===== src/rtl/logcmp_issue_pkg.sv =====
// Shared constants for the logCmp issue queue: funct one-hot positions, field widths and
// the packed execute-parameter width.
package logcmp_issue_pkg;

    localparam int unsigned RNBIT_DEF = 2;
    localparam int unsigned FUN_W     = 4;
    localparam int unsigned DATA_W    = 64;

    // Bit positions inside the one-hot {slt,xor,or,and} funct field.
    localparam int unsigned FUN_AND = 0;
    localparam int unsigned FUN_OR  = 1;
    localparam int unsigned FUN_XOR = 2;
    localparam int unsigned FUN_SLT = 3;

    function automatic int unsigned tag_w(int unsigned rnbit);
        return 5 + rnbit;
    endfunction

    // {fun, rd0, op1, op2, isUsi}
    function automatic int unsigned exeparam_dw(int unsigned rnbit);
        return FUN_W + tag_w(rnbit) + 2 * DATA_W + 1;
    endfunction

endpackage


===== src/rtl/logcmp_issue_select.sv =====
// Oldest-ready picker: the lowest-index set bit of the ready vector wins.
module logcmp_issue_select #(
    parameter int unsigned DEPTH = 4,
    localparam int unsigned IDX_W = $clog2(DEPTH)
) (
    input  logic [DEPTH-1:0] ready_i,
    output logic [DEPTH-1:0] sel_oh_o,
    output logic [IDX_W-1:0] sel_idx_o,
    output logic             sel_valid_o
);

    always_comb begin
        sel_oh_o    = '0;
        sel_idx_o   = '0;
        sel_valid_o = 1'b0;
        // Scan from the top so the lowest ready index is the last one written.
        for (int i = int'(DEPTH) - 1; i >= 0; i--) begin
            if (ready_i[i]) begin
                sel_oh_o    = '0;
                sel_oh_o[i] = 1'b1;
                sel_idx_o   = IDX_W'(i);
                sel_valid_o = 1'b1;
            end
        end
    end

endmodule


===== src/rtl/logcmp_issue.sv =====
// Collapsing age-ordered issue queue for the logCmp unit: tracks operand readiness, issues the
// oldest ready micro-op each cycle and registers its execute parameters.
module logcmp_issue
    import logcmp_issue_pkg::*;
#(
    parameter int unsigned DEPTH = 4,
    parameter int unsigned RNBIT = RNBIT_DEF,
    localparam int unsigned TAG_W = tag_w(RNBIT),
    localparam int unsigned NREG = 32 * (2 ** RNBIT),
    localparam int unsigned LOGCMP_EXEPARAM_DW = exeparam_dw(RNBIT)
) (
    input  logic                          CLK,
    input  logic                          RST,
    input  logic                          flush,
    input  logic                          dispatch_valid,
    output logic                          dispatch_ready,
    input  logic [FUN_W-1:0]              dispatch_fun,
    input  logic                          dispatch_isUsi,
    input  logic [TAG_W-1:0]              dispatch_rd0,
    input  logic [TAG_W-1:0]              dispatch_rs1,
    input  logic [TAG_W-1:0]              dispatch_rs2,
    input  logic                          dispatch_isImm,
    input  logic [DATA_W-1:0]             dispatch_imm,
    input  logic [NREG-1:0]               reg_ready,
    output logic [TAG_W-1:0]              rs1_raddr,
    input  logic [DATA_W-1:0]             rs1_rdata,
    output logic [TAG_W-1:0]              rs2_raddr,
    input  logic [DATA_W-1:0]             rs2_rdata,
    output logic                          logCmp_exeparam_vaild,
    output logic [LOGCMP_EXEPARAM_DW-1:0] logCmp_exeparam
);

    localparam int unsigned IDX_W = $clog2(DEPTH);
    localparam int unsigned CNT_W = $clog2(DEPTH + 1);

    typedef struct packed {
        logic [FUN_W-1:0]  fun;
        logic              is_usi;
        logic              is_imm;
        logic [TAG_W-1:0]  rd0;
        logic [TAG_W-1:0]  rs1;
        logic [TAG_W-1:0]  rs2;
        logic [DATA_W-1:0] imm;
    } entry_t;

    entry_t                        q_q [DEPTH];
    entry_t                        q_d [DEPTH];
    logic [CNT_W-1:0]              count_q, count_d;
    logic                          vaild_q, vaild_d;
    logic [LOGCMP_EXEPARAM_DW-1:0] param_q, param_d;

    logic [DEPTH-1:0] ent_ready;
    logic [DEPTH-1:0] sel_oh;
    logic [IDX_W-1:0] sel_idx;
    logic             sel_valid;
    entry_t           sel_ent;
    entry_t           new_ent;
    logic             accept;
    logic [CNT_W-1:0] wr_idx;
    logic [DATA_W-1:0] op2;
    logic             shift;

    always_comb begin
        for (int i = 0; i < int'(DEPTH); i++) begin
            ent_ready[i] = (CNT_W'(i) < count_q) && reg_ready[q_q[i].rs1] &&
                           (q_q[i].is_imm || reg_ready[q_q[i].rs2]);
        end
    end

    logcmp_issue_select #(
        .DEPTH (DEPTH)
    ) u_select (
        .ready_i     (ent_ready),
        .sel_oh_o    (sel_oh),
        .sel_idx_o   (sel_idx),
        .sel_valid_o (sel_valid)
    );

    assign sel_ent        = sel_valid ? q_q[sel_idx] : q_q[0];
    assign rs1_raddr      = sel_ent.rs1;
    assign rs2_raddr      = sel_ent.rs2;
    assign op2            = sel_ent.is_imm ? sel_ent.imm : rs2_rdata;
    assign dispatch_ready = count_q < CNT_W'(DEPTH);
    assign accept         = dispatch_valid && dispatch_ready;
    // With a same-cycle issue the queue collapses first, so the new slot is one lower.
    assign wr_idx         = count_q - CNT_W'(sel_valid);

    assign new_ent = '{
        fun:    dispatch_fun,
        is_usi: dispatch_isUsi,
        is_imm: dispatch_isImm,
        rd0:    dispatch_rd0,
        rs1:    dispatch_rs1,
        rs2:    dispatch_rs2,
        imm:    dispatch_imm
    };

    always_comb begin
        q_d     = q_q;
        count_d = count_q + CNT_W'(accept) - CNT_W'(sel_valid);
        vaild_d = 1'b0;
        param_d = param_q;
        shift   = 1'b0;
        for (int i = 0; i < int'(DEPTH) - 1; i++) begin
            shift = shift | sel_oh[i];
            if (shift) begin
                q_d[i] = q_q[i+1];
            end
        end
        if (accept) begin
            q_d[wr_idx[IDX_W-1:0]] = new_ent;
        end
        if (sel_valid) begin
            vaild_d = 1'b1;
            param_d = {sel_ent.fun[FUN_SLT], sel_ent.fun[FUN_XOR], sel_ent.fun[FUN_OR],
                       sel_ent.fun[FUN_AND], sel_ent.rd0, rs1_rdata, op2, sel_ent.is_usi};
        end
    end

    always_ff @(posedge CLK) begin
        if (RST) begin
            for (int i = 0; i < int'(DEPTH); i++) begin
                q_q[i] <= '0;
            end
            count_q <= '0;
            vaild_q <= 1'b0;
            param_q <= '0;
        end else if (flush) begin
            count_q <= '0;
            vaild_q <= 1'b0;
        end else begin
            q_q     <= q_d;
            count_q <= count_d;
            vaild_q <= vaild_d;
            param_q <= param_d;
        end
    end

    assign logCmp_exeparam_vaild = vaild_q;
    assign logCmp_exeparam       = param_q;

    assert property (@(posedge CLK) disable iff (RST) (accept |-> $onehot(dispatch_fun)))
        else $error("logcmp_issue: dispatch_fun is not one-hot");

endmodule

===== config.mk =====
export PLATFORM = sky130hd
export DESIGN_NAME = logcmp_issue
export DESIGN_NICKNAME = d
export VERILOG_FILES = /design/src/rtl/logcmp_issue_pkg.sv /design/src/rtl/logcmp_issue_select.sv /design/src/rtl/logcmp_issue.sv
export SDC_FILE = /design/constraint.sdc
export NUM_CORES = 2
export LEC_CHECK = 0
export CAP_MARGIN = 20
export CORE_MARGIN = 2
export CORE_UTILIZATION = 40
export DETAILED_ROUTE_END_ITERATION = 16
export PLACE_DENSITY = 0.74
export SETUP_SLACK_MARGIN = 0.2
export SLEW_MARGIN = 20
export SYNTH_ARGS = -nofsm -noshare
export SYNTH_HDL_FRONTEND = slang
export SYNTH_SLANG_ARGS = --single-unit

===== constraint.sdc =====
create_clock -name CLK -period 7 [get_ports CLK]
set_input_delay 1.4 -clock CLK [delete_from_list [all_inputs] [get_ports CLK]]
set_output_delay 1.4 -clock CLK [all_outputs]
set_load 0.03 [all_outputs]

==> impl_metrics.xml <==
<?xml version="1.0" encoding="UTF-8"?>
<metrics>
  <group name="run_status">
    <metric name="outcome" unit="">complete, no violations</metric>
  </group>
  <group name="worst_setup_path">
    <metric name="critical_path_arrival" unit="ps">5430</metric>
    <metric name="slowest_cell_on_the_critical_path" unit="">sky130_fd_sc_hd__a2111oi_0</metric>
    <metric name="end_kind" unit="">output port</metric>
    <metric name="timing_worst_setup_path_type" unit="">input port to output port</metric>
    <metric name="critPathMaxStageDelay" unit="ps">1080</metric>
    <metric name="setup.worst_path.start_class" unit="">input port</metric>
    <metric name="crit_path_cell_trace" unit="">clkdlybuf4s50_1, mux4_2, a221o_1, a21oi_1, a2111oi_0, or4b_4, nand4_4, buf_4, a31o_2, a22oi_1, o21ai_0, buf_12</metric>
    <metric name="critPathRequiredTime" unit="ps">5600</metric>
    <metric name="setup.worst_path.start" unit="">reg_ready[0]</metric>
    <metric name="worst-path-max-fanout" unit="">14</metric>
    <metric name="r2r-start" unit="">q_q[346]</metric>
  </group>
  <group name="floorplan">
    <metric name="core.rowCount" unit="">108</metric>
    <metric name="design.core.area" unit="mm²">0.0865</metric>
    <metric name="fp.dieH" unit="µm">299</metric>
    <metric name="floorplan.initialDensity" unit="%">40.2</metric>
    <metric name="die_w" unit="µm">299</metric>
    <metric name="die-area" unit="mm²">0.0893</metric>
    <metric name="ioPinCount" unit="">507</metric>
  </group>
  <group name="placed_design">
    <metric name="cell_area_after_placement" unit="mm²">0.0408</metric>
    <metric name="portBuffers" unit="">506</metric>
    <metric name="routabilityCongestion" unit="">1.09</metric>
    <metric name="detailedPlacementHpwl" unit="mm">94.1</metric>
  </group>
  <group name="cells_and_area">
    <metric name="final_common_cell" unit="">sky130_fd_sc_hd__nand2_1</metric>
    <metric name="drive_above_1_share" unit="%">14.0</metric>
    <metric name="commonest_cells_after_routing_fill_and_taps_aside" unit="">sky130_fd_sc_hd__nand2_1, sky130_fd_sc_hd__o21ai_0, sky130_fd_sc_hd__dfxtp_1, sky130_fd_sc_hd__clkdlybuf4s50_1, sky130_fd_sc_hd__a21oi_1</metric>
    <metric name="postLayoutCellArea" unit="mm²">0.0429</metric>
    <metric name="finalNetCount" unit="">4761</metric>
    <metric name="syn2layout_area_growth" unit="%">23.3</metric>
  </group>
  <group name="grt">
    <metric name="maximum_number_of_pins_on_one_net_before_global_route_repair" unit="">210</metric>
    <metric name="grt-ovfl-total" unit="">0</metric>
    <metric name="grt_pass1_vias" unit="">35100</metric>
    <metric name="wire_length_of_the_first_global_routing_pass" unit="mm">224</metric>
    <metric name="grt_util_all_layers" unit="%">32.2</metric>
    <metric name="grt_antenna_before_repair" unit="">30</metric>
  </group>
  <group name="clock_network">
    <metric name="cts_hold_repair.buffers" unit="">0</metric>
    <metric name="clock_tree.htree_level_count" unit="">2</metric>
    <metric name="ctsLongestPathBuffers" unit="">3</metric>
    <metric name="cts_num_sinks" unit="">508</metric>
    <metric name="cts.reportedPaths.clkPinSlew" unit="ps">60</metric>
    <metric name="cts.repair_timing.setup_buffer_count" unit="">0</metric>
    <metric name="clock_insertion_delay_worst_skew" unit="ps">630</metric>
    <metric name="cts_made_buffers" unit="">58</metric>
    <metric name="tritoncts" unit="">done</metric>
    <metric name="root_buffer" unit="">sky130_fd_sc_hd__clkbuf_16</metric>
  </group>
  <group name="power_and_ir_drop">
    <metric name="swShare" unit="%">42.3</metric>
    <metric name="power-per-cell-area" unit="mW/mm²">288</metric>
    <metric name="netSwitchingPower" unit="mW">5.22</metric>
    <metric name="power.ir.vdd_worst" unit="V">0.000246</metric>
    <metric name="clkPwrFrac" unit="%">26.2</metric>
    <metric name="cellLeakagePower" unit="nW">13.7</metric>
    <metric name="seqPwrFrac" unit="%">30.0</metric>
    <metric name="share_comb_of_total_power" unit="%">43.9</metric>
    <metric name="cellInternalPower" unit="mW">7.12</metric>
  </group>
  <group name="sta">
    <metric name="worst_slew_margin_rel" unit="%">14.1</metric>
    <metric name="fmax" unit="GHz">0.146</metric>
    <metric name="share_of_the_clock_period_used_by_the_worst_path" unit="%">97.6</metric>
    <metric name="final.setup.tns" unit="ps">0</metric>
    <metric name="max_slew.worst_pin.slew" unit="ps">1260</metric>
    <metric name="hold_viol" unit="">0</metric>
    <metric name="final.min_clock_period" unit="ps">6830</metric>
    <metric name="maxSlewViolCount" unit="">0</metric>
    <metric name="finalSetupViolCount" unit="">0</metric>
    <metric name="clock-skew-final" unit="ps">25.5</metric>
    <metric name="grt_setup_unrepaired" unit="">false</metric>
  </group>
  <group name="logic_synthesis">
    <metric name="yosys.cell_types.count" unit="">79</metric>
    <metric name="mappedNetlistArea" unit="mm²">0.0348</metric>
    <metric name="synth-edff-count" unit="">0</metric>
    <metric name="yosys_register_bits" unit="">508</metric>
    <metric name="synth_area_per_inst" unit="µm²">8.32</metric>
    <metric name="async_flop_share" unit="%">0</metric>
    <metric name="synthesis.yosys.warnings" unit="">0</metric>
    <metric name="syn-num-nets" unit="">4536</metric>
    <metric name="ys.flop_type" unit="">sky130_fd_sc_hd__dfxtp_1</metric>
    <metric name="ys_seq_area_share" unit="%">29.3</metric>
    <metric name="synth_cells" unit="">4179</metric>
  </group>
  <group name="min_path">
    <metric name="min-delay-path-class" unit="">flip-flop to flip-flop</metric>
    <metric name="min_from" unit="">logCmp_exeparam[65]</metric>
  </group>
  <group name="job">
    <metric name="maxCapViolations" unit="">0</metric>
  </group>
  <group name="route">
    <metric name="drt-pass1-iter-count" unit="">8</metric>
    <metric name="post_drt_via_cell_ratio" unit="">6.60</metric>
    <metric name="num_vias" unit="">37200</metric>
    <metric name="wl_per_cell" unit="µm">26.5</metric>
    <metric name="ant_nets" unit="">0</metric>
    <metric name="initialDrtViolationCount" unit="">5637</metric>
    <metric name="route.detailed.drc" unit="">0</metric>
    <metric name="wirelength" unit="mm">150</metric>
  </group>
</metrics>
==> power groups by stage <==
stage | logic, mW | registers [mW] | clock network (mW)
floorplan | 3.16 | 3.68 | 0
detailed placement | 5.24 | 3.72 | 0
global route | 5.71 | 3.72 | 3.39
finish | 5.42 | 3.70 | 3.23
global placement | 5.16 | 3.71 | 0
CTS | 5.26 | 3.66 | 3.27
==> layout make-up <==
| class | instances | area (µm²) |
|---|---|---|
| diodes | 28 | 70.1 |
| clock buffers | 90 | 1770 |
| clock inverters | 19 | 250 |
| fillers | 8008 | 43600 |
| inverters | 91 | 342 |
| multi-input cells | 3106 | 22300 |
| flip-flops and latches | 508 | 10200 |
| well taps | 1155 | 1450 |
| repair buffers | 639 | 6540 |
==> metal layers <==
| layer | up-vias | part of all wire, % | GRT usage, % |
|---|---|---|---|
| met4 | 16 | 5.3 | 15.6 |
| met5 | - | 0.077 | 0.370 |
| met1 | 17800 | 37 | 41.1 |
| met3 | 544 | 13 | 10.2 |
| li1 | 16100 | - | - |
| met2 | 2754 | 44 | 49.1 |
==> metrics by stage <==
step / instances / power (mW) / util [%] / worst slack, ps / hold slack, ps
after floorplan: 4179 / 6.83 / - / 1290 / 425
after global placement: 5499 / 8.87 / 47.1 / 322 / 434
after detailed placement: 5499 / 8.96 / 47.1 / 304 / 445
after CTS: 5608 / 12.2 / 49.5 / 309 / 455
after global routing: 5632 / 12.8 / 49.5 / 213 / 472
final: 5636 / 12.3 / 49.6 / 167 / 452
==> Yosys cell counts, types with 15 or more instances <==
cell | n | area (µm²)
sky130_fd_sc_hd__a221o_1 | 15 | 150
sky130_fd_sc_hd__clkbuf_1 | 331 | 1240
sky130_fd_sc_hd__mux4_2 | 238 | 5360
sky130_fd_sc_hd__o21ai_0 | 564 | 2820
sky130_fd_sc_hd__nor2b_1 | 25 | 156
sky130_fd_sc_hd__buf_2 | 73 | 365
sky130_fd_sc_hd__and3_1 | 93 | 582
sky130_fd_sc_hd__o2bb2ai_1 | 64 | 561
sky130_fd_sc_hd__dfxtp_1 | 508 | 10200
sky130_fd_sc_hd__mux2_2 | 18 | 203
sky130_fd_sc_hd__buf_1 | 16 | 60.1
sky130_fd_sc_hd__o41ai_1 | 84 | 736
sky130_fd_sc_hd__nor3_1 | 19 | 95.1
sky130_fd_sc_hd__nor2_1 | 228 | 856
sky130_fd_sc_hd__inv_1 | 91 | 342
sky130_fd_sc_hd__buf_4 | 29 | 218
sky130_fd_sc_hd__buf_6 | 22 | 248
sky130_fd_sc_hd__nand3b_1 | 71 | 533
sky130_fd_sc_hd__nand3_1 | 89 | 445
sky130_fd_sc_hd__o221ai_2 | 59 | 886
sky130_fd_sc_hd__nand2_1 | 631 | 2370
sky130_fd_sc_hd__a21oi_1 | 419 | 2100
sky130_fd_sc_hd__o311ai_0 | 65 | 569
sky130_fd_sc_hd__a22oi_1 | 134 | 1010
sky130_fd_sc_hd__o211ai_1 | 15 | 113
sky130_fd_sc_hd__mux2i_1 | 112 | 1120
==> worst max-delay path: cells and delay by family <==
| family | cells | cell delay [ps] |
|---|---|---|
| mux | 1 | 310 |
| simple gates | 2 | 450 |
| compound gates | 6 | 2110 |
| buf+inv | 3 | 1140 |
==> path summary, 6_finish.rpt <==
path | endpoint | slack [ps] | depth (start not counted)
hold reg to reg | logCmp_exeparam[65] | 450 | 2
hold / removal | logCmp_exeparam[65] | 450 | 2
setup reg to reg | logCmp_exeparam[47] | 1060 | 13
setup / recovery | rs2_raddr[4] | 170 | 12
==> what timing repair did <==
item,4_1_cts,5_1_grt
resized for setup,0,2
hold endpoints to repair,0,0
setup endpoints to repair,0,9
==> cells by family (layout without fill, tap and decap cells) <==
logic type | count (synthesis) | count (layout) | synth area share (%)
fa+ha+maj | 6 | 6 | 0.238
xor+xnor | 3 | 3 | 0.0756
mux | 368 | 368 | 19.2
simple gates | 1211 | 1211 | 15.6
other cells | 0 | 28 | 0
compound gates | 1518 | 1518 | 28.3
flops | 508 | 508 | 29.3
buf+inv | 565 | 839 | 7.28
Note: power is estimated with default switching activity, not from simulation.
